## config.mk

```make
export PLATFORM = sky130hd
export DESIGN_NAME = cla4_seq_arb_flat
export DESIGN_NICKNAME = d
export VERILOG_FILES = /design/src/rtl/cla4_seq_arb_if.sv /design/src/rtl/cla4_seq_arb.sv /design/src/flat_wrapper.sv
export SDC_FILE = /design/constraint.sdc
export NUM_CORES = 1
export LEC_CHECK = 0
export ABC_AREA = 0
export CORE_UTILIZATION = 30
export DETAILED_ROUTE_END_ITERATION = 7
export HOLD_SLACK_MARGIN = 0.05
export PLACE_DENSITY = 0.69
export SYNTH_ARGS = -nofsm -noshare
export SYNTH_HDL_FRONTEND = slang
export SYNTH_SLANG_ARGS = --single-unit
```

## constraint.sdc

```tcl
create_clock -name clk -period 3.8 [get_ports clk]
set_input_delay 0.57 -clock clk [delete_from_list [all_inputs] [get_ports clk]]
set_output_delay 0.57 -clock clk [all_outputs]
set_load 0.02 [all_outputs]
```

## src/rtl/cla4_seq_arb_if.sv

```systemverilog
// rtl/cla4_seq_arb_if.sv - request, adder-slice and result signals of cla4_seq_arb
// res_ovf exists only when CLA_SEQ_OVF_EN is defined.
interface cla4_seq_arb_if #(parameter int NDIG = 4);
    localparam int WIDTH = 4 * NDIG;

    logic             req0_valid;
    logic             req0_ready;
    logic [WIDTH-1:0] req0_a;
    logic [WIDTH-1:0] req0_b;
    logic             req0_cin;
    logic             req1_valid;
    logic             req1_ready;
    logic [WIDTH-1:0] req1_a;
    logic [WIDTH-1:0] req1_b;
    logic             req1_cin;
    logic [3:0]       dp_a;
    logic [3:0]       dp_b;
    logic             dp_cin;
    logic [3:0]       dp_sum;
    logic             res_valid;
    logic             res_ready;
    logic [WIDTH-1:0] res_sum;
    logic             res_cout;
    logic             res_id;
`ifdef CLA_SEQ_OVF_EN
    logic             res_ovf;
`endif

    modport slave (
        input  req0_valid, req0_a, req0_b, req0_cin,
        input  req1_valid, req1_a, req1_b, req1_cin,
        input  dp_sum, res_ready,
        output req0_ready, req1_ready, dp_a, dp_b, dp_cin,
        output res_valid, res_sum, res_cout, res_id
`ifdef CLA_SEQ_OVF_EN
        , output res_ovf
`endif
    );

    modport master (
        output req0_valid, req0_a, req0_b, req0_cin,
        output req1_valid, req1_a, req1_b, req1_cin,
        output dp_sum, res_ready,
        input  req0_ready, req1_ready, dp_a, dp_b, dp_cin,
        input  res_valid, res_sum, res_cout, res_id
`ifdef CLA_SEQ_OVF_EN
        , input res_ovf
`endif
    );
endinterface

```

## src/rtl/cla4_seq_arb.sv

```systemverilog
// rtl/cla4_seq_arb.sv - round-robin digit-serial controller for a shared 4-bit CLA slice
// Optional signed-overflow output res_ovf under CLA_SEQ_OVF_EN.
module cla4_seq_arb #(
    parameter int NDIG = 4
) (
    input  logic            clk,
    input  logic            reset_n,
    cla4_seq_arb_if.slave   bus
);
    localparam int WIDTH = 4 * NDIG;
    localparam int KW    = $clog2(NDIG);

    typedef enum logic [1:0] {IDLE, RUN, DONE} state_t;

    state_t           state;
    logic             ptr;
    logic [WIDTH-1:0] a_q;
    logic [WIDTH-1:0] b_q;
    logic             cin_q;
    logic             carry_q;
    logic [KW-1:0]    k;
    logic [KW+1:0]    base;
    logic             grant0;
    logic             grant1;
    logic             c;
    logic             last;

    // ptr names the last winner; on a tie the other port is granted
    assign grant0 = reset_n && (state == IDLE) && bus.req0_valid && (!bus.req1_valid || ptr);
    assign grant1 = reset_n && (state == IDLE) && bus.req1_valid && (!bus.req0_valid || !ptr);
    assign bus.req0_ready = grant0;
    assign bus.req1_ready = grant1;

    assign base       = {k, 2'b00};
    assign last       = (k == KW'(NDIG - 1));
    assign bus.dp_a   = (state == RUN) ? a_q[base +: 4] : 4'd0;
    assign bus.dp_b   = (state == RUN) ? b_q[base +: 4] : 4'd0;
    assign bus.dp_cin = (state == RUN) ? ((k == '0) ? cin_q : carry_q) : 1'b0;

    // carry out of the digit recovered from the MSBs of operands and sum
    assign c = (bus.dp_a[3] & bus.dp_b[3]) | ((bus.dp_a[3] | bus.dp_b[3]) & ~bus.dp_sum[3]);

    always_ff @(posedge clk) begin
        if (!reset_n) begin
            state         <= IDLE;
            ptr           <= 1'b1;
            a_q           <= '0;
            b_q           <= '0;
            cin_q         <= 1'b0;
            carry_q       <= 1'b0;
            k             <= '0;
            bus.res_valid <= 1'b0;
            bus.res_sum   <= '0;
            bus.res_cout  <= 1'b0;
            bus.res_id    <= 1'b0;
`ifdef CLA_SEQ_OVF_EN
            bus.res_ovf   <= 1'b0;
`endif
        end else begin
            case (state)
                IDLE: begin
                    if (grant0 || grant1) begin
                        a_q         <= grant1 ? bus.req1_a : bus.req0_a;
                        b_q         <= grant1 ? bus.req1_b : bus.req0_b;
                        cin_q       <= grant1 ? bus.req1_cin : bus.req0_cin;
                        bus.res_id  <= grant1;
                        ptr         <= grant1;
                        k           <= '0;
                        bus.res_sum <= '0;
                        state       <= RUN;
                    end
                end
                RUN: begin
                    bus.res_sum[base +: 4] <= bus.dp_sum;
                    carry_q                <= c;
                    k                      <= k + 1'b1;
                    if (last) begin
                        bus.res_cout  <= c;
                        bus.res_valid <= 1'b1;
`ifdef CLA_SEQ_OVF_EN
                        bus.res_ovf   <= (bus.dp_a[3] == bus.dp_b[3]) && (bus.dp_sum[3] != bus.dp_a[3]);
`endif
                        state         <= DONE;
                    end
                end
                DONE: begin
                    if (bus.res_ready) begin
                        bus.res_valid <= 1'b0;
                        state         <= IDLE;
                    end
                end
                default: state <= IDLE;
            endcase
        end
    end
endmodule

```

## src/flat_wrapper.sv

```systemverilog
// flat-port wrapper written by rule: the top's interface ports become plain ports
module cla4_seq_arb_flat 
#(
    parameter int NDIG = 4
)
  (clk, reset_n, bus_req0_valid, bus_req0_a, bus_req0_b, bus_req0_cin, bus_req1_valid, bus_req1_a, bus_req1_b, bus_req1_cin, bus_dp_sum, bus_res_ready, bus_req0_ready, bus_req1_ready, bus_dp_a, bus_dp_b, bus_dp_cin, bus_res_valid, bus_res_sum, bus_res_cout, bus_res_id);
  cla4_seq_arb_if #(.NDIG(NDIG)) bus_i ();
  input  logic clk;
  input  logic reset_n;
  input wire logic [$bits(bus_i.req0_valid)-1:0] bus_req0_valid;
  input wire logic [$bits(bus_i.req0_a)-1:0] bus_req0_a;
  input wire logic [$bits(bus_i.req0_b)-1:0] bus_req0_b;
  input wire logic [$bits(bus_i.req0_cin)-1:0] bus_req0_cin;
  input wire logic [$bits(bus_i.req1_valid)-1:0] bus_req1_valid;
  input wire logic [$bits(bus_i.req1_a)-1:0] bus_req1_a;
  input wire logic [$bits(bus_i.req1_b)-1:0] bus_req1_b;
  input wire logic [$bits(bus_i.req1_cin)-1:0] bus_req1_cin;
  input wire logic [$bits(bus_i.dp_sum)-1:0] bus_dp_sum;
  input wire logic [$bits(bus_i.res_ready)-1:0] bus_res_ready;
  output wire logic [$bits(bus_i.req0_ready)-1:0] bus_req0_ready;
  output wire logic [$bits(bus_i.req1_ready)-1:0] bus_req1_ready;
  output wire logic [$bits(bus_i.dp_a)-1:0] bus_dp_a;
  output wire logic [$bits(bus_i.dp_b)-1:0] bus_dp_b;
  output wire logic [$bits(bus_i.dp_cin)-1:0] bus_dp_cin;
  output wire logic [$bits(bus_i.res_valid)-1:0] bus_res_valid;
  output wire logic [$bits(bus_i.res_sum)-1:0] bus_res_sum;
  output wire logic [$bits(bus_i.res_cout)-1:0] bus_res_cout;
  output wire logic [$bits(bus_i.res_id)-1:0] bus_res_id;
  assign bus_i.req0_valid = bus_req0_valid;
  assign bus_i.req0_a = bus_req0_a;
  assign bus_i.req0_b = bus_req0_b;
  assign bus_i.req0_cin = bus_req0_cin;
  assign bus_i.req1_valid = bus_req1_valid;
  assign bus_i.req1_a = bus_req1_a;
  assign bus_i.req1_b = bus_req1_b;
  assign bus_i.req1_cin = bus_req1_cin;
  assign bus_i.dp_sum = bus_dp_sum;
  assign bus_i.res_ready = bus_res_ready;
  assign bus_req0_ready = bus_i.req0_ready;
  assign bus_req1_ready = bus_i.req1_ready;
  assign bus_dp_a = bus_i.dp_a;
  assign bus_dp_b = bus_i.dp_b;
  assign bus_dp_cin = bus_i.dp_cin;
  assign bus_res_valid = bus_i.res_valid;
  assign bus_res_sum = bus_i.res_sum;
  assign bus_res_cout = bus_i.res_cout;
  assign bus_res_id = bus_i.res_id;
  cla4_seq_arb #(.NDIG(NDIG)) u_core (.clk(clk), .reset_n(reset_n), .bus(bus_i));
endmodule
```

==> run_results.csv <==
group,metric,value,unit
sta,finClkSkew,9.75,ps
hold_path,min_from,"u_core.bus.res_id$_SDFFE_PN0P_",
hold_path,whs_path_depth,2,
layout,final_cell_mix,"clkdlybuf4s50_1, dfxtp_1, nor2_1, mux2i_1, a211oi_2",
setup_path,crit_slowest_cell,"dfxtp_1",
clock_tree,postCtsHoldBufs,0,
layout,nets,482,
sta,finalHoldViolations,0,
layout,fillers,947,
floorplanning,die_w,104,um
clock_tree,cts_tree,"built",
hold_path,whs_endpoint,"u_core.bus.res_id$_SDFFE_PN0P_",
layout,seq_area,1160,sq um
run_status,status,"complete, no violations",
layout,layout_commonest_cell,"clkdlybuf4s50_1",
synth,netlist_area,3090,sq um
layout,drive_gt1_share,16.5,%
global_routing,track_usage,15.0,%
setup_path,r2r_slack,1600,ps
synth,synth_edf_count,0,
setup_path,rr_worst_depth,5,
floorplanning,core_area,9860,sq um
drt,vias,2540,
global_routing,overflow,0,
clock_tree,clockRootBuffer,"clkbuf_8",
setup_path,crit_type,"reg2out",
clock_tree,cts.repair.resized,0,
sta,rsz0062_at_grt,"false",
clock_tree,clock_sinks,58,
drt,drc,0,
sta,setup_viol,0,
layout,stdcell_count,539,
floorplanning,rows,36,
drt,antenna_left,0,
power,power.density,370,nW/um^2
synth,synthArstFlopShare,0,%
clock_tree,cts_setup_buffers,0,
global_routing,grt_pass1_wl,12800,um
floorplanning,start_util,31.3,%
power,power.total,1.62,mW
sta,tightest_slew,901,ps
drt,firstDrtPassIters,4,
setup_path,r2r-start,"u_core.k[0]$_SDFFE_PN0P_",
synth,yosysWarningCount,0,
floorplanning,fp.dieH,104,um
sta,post-route-min-period,3020,ps
setup_path,endpoint_kind,"primary output",
power,irDropWorstVdd,0.000190,V
global_routing,grt_max_degree,68,
layout,area_delta_synth_final,41.6,%
clock_tree,htree_levels,3,
synth,ys_ff_latch,58,
drt,dr.first_iter.drc_count,95,
job,max-cap-violations,0,
sta,fmax,0.332,GHz
sta,layout_worst_path_cycle_share,79.4,%
clock_tree,clk_pin_slew,60,ps
setup_path,cp_data_required_time,3230,ps
setup_path,start_kind,"register",
setup_path,worstPathMaxFanout,8,
sta,max_slew_margin,39.8,%
synth,seq_area_frac_synth,37.6,%
layout,multi_input_area,1720,sq um
synth,avgSynthCellArea,10.1,sq um
synth,synthDistinctLibCells,35,
sta,drv_slew,0,
layout,n_antenna_cell,0,
place,dp_cells,523,
synth,syn_inst,305,
global_routing,grt_pass1_vias,2625,
sta,setup_tns,0,ps
place,pre_cts_slack,861,ps
floorplanning,io_pins,105,
place,globalplace.congestion,0.721,
drt,post_drt_wl_per_cell,14.3,um
place,placement.io_buffers,104,
drt,viasPerCell,4.71,
clock_tree,clock_path_buffers,2,
synth,synth-main-ff-cell,"dfxtp_1",
drt,routed_wl,7690,um
setup_path,crit_chain,"buf_4, mux4_2, and2_1, clkdlybuf4s50_1",
synth,syn_nets,386,
power,p_leak,1.74,nW
global_routing,antenna_found_initial,0,
place,place_hpwl,5650,um
hold_path,hp-class,"reg2reg",
sta,setup_ws,785,ps
setup_path,slowest_delay,580,ps
clock_tree,clkLatencyLatePin,330,ps
setup_path,timing.rr.end,"u_core.carry_q$_SDFFE_PN0P_",
floorplanning,die_area,10700,sq um
clock_tree,numCtsBuffers,9,
setup_path,critPathArrivalTime,2450,ps
[critical path, delay by kind of cell, from the launching register on]
kind	cells	cell delay [ps]
muxes	1	540
DFF	1	580
and+or+nand+nor	1	170
buffers and inverters	2	830
[cell usage after synthesis (all sizes together), types with 3 or more instances]
cell | number | share of area [%]
mux2i | 34 | 11
mux4 | 8 | 5.9
nor4 | 3 | 1.8
nand3 | 6 | 0.97
clkbuf | 5 | 0.61
nand2b | 3 | 0.61
nor2 | 43 | 5.2
o21ai | 13 | 2.1
a211oi | 33 | 13
and2 | 9 | 1.9
ha | 6 | 2.4
a21oi | 17 | 2.8
buf | 20 | 5.5
dfxtp | 58 | 38
nand2 | 23 | 2.8
inv | 6 | 0.73
a22oi | 8 | 1.9
[worst max path at each step]
stage,startpoint,end,slack [ps],cells past startpoint
4_1_cts,u_core.k[0]$_SDFFE_PN0P_,bus_dp_a[3],730,4
3_3_place_gp,reset_n,bus_req0_ready,940,5
5_1_grt,u_core.k[0]$_SDFFE_PN0P_,bus_dp_cin,600,5
6_report,u_core.k[0]$_SDFFE_PN0P_,bus_dp_a[3],780,4
2_1_floorplan,u_core.k[0]$_SDFFE_PN0P_,bus_dp_cin,1650,5
3_5_place_dp,reset_n,bus_req0_ready,860,5
[stage by stage]
step	util [%]	hold WS [ps]	area [sq um]
2_1_floorplan	-	436	3090
3_3_place_gp	42.2	442	4160
3_5_place_dp	42.2	458	4160
4_1_cts	44.4	469	4380
5_1_grt	44.4	502	4380
6_report	44.4	467	4380
[kinds of logic after synthesis]
kind of cell | after synthesis | synth area share (%)
AOI/OAI and AO/OA | 74 | 20.5
adders and majority gates | 6 | 2.43
buffers and inverters | 31 | 6.84
DFF | 58 | 37.6
muxes | 42 | 17.0
and+or+nand+nor | 94 | 15.7
[area by class of cell]
class,instances,area share [%]
multi-input combinational,216,39.4
sequential,58,26.5
timing repair buffer,110,24.8
tap,133,3.80
clock buffer,11,3.23
clock inverter,5,1.77
inverter,6,0.514
[state kept, by name, summed over array words and instances, names as in the netlist]
| register | count |
|---|---|
| u_core.carry_q | 1 |
| u_core.state | 2 |
| u_core.bus.res_valid | 1 |
| u_core.ptr | 1 |
| u_core.b_q | 16 |
| u_core.bus.res_sum | 16 |
| u_core.bus.res_cout | 1 |
| u_core.cin_q | 1 |
| u_core.bus.res_id | 1 |
| u_core.k | 2 |
| u_core.a_q | 16 |
[metal layers]
metal	part of all wire (%)	track usage [%]	wire length, um	vias to the layer above
li1	-	-	-	1290
met1	46	18.2	3540	1179
met2	48	25.1	3700	66
met3	5.2	5.10	401	5
met4	0.72	4.35	55	0
met5	0	0	0	-
[power breakdown]
group	leakage, nW	total (mW)	switching, mW	internal (mW)
Combinational	1.15	0.321	0.150	0.170
Clock	0.109	0.629	0.244	0.385
Sequential	0.476	0.671	0.0246	0.646
Total	1.74	1.62	0.419	1.20
Power figures use the tool's default switching activity.
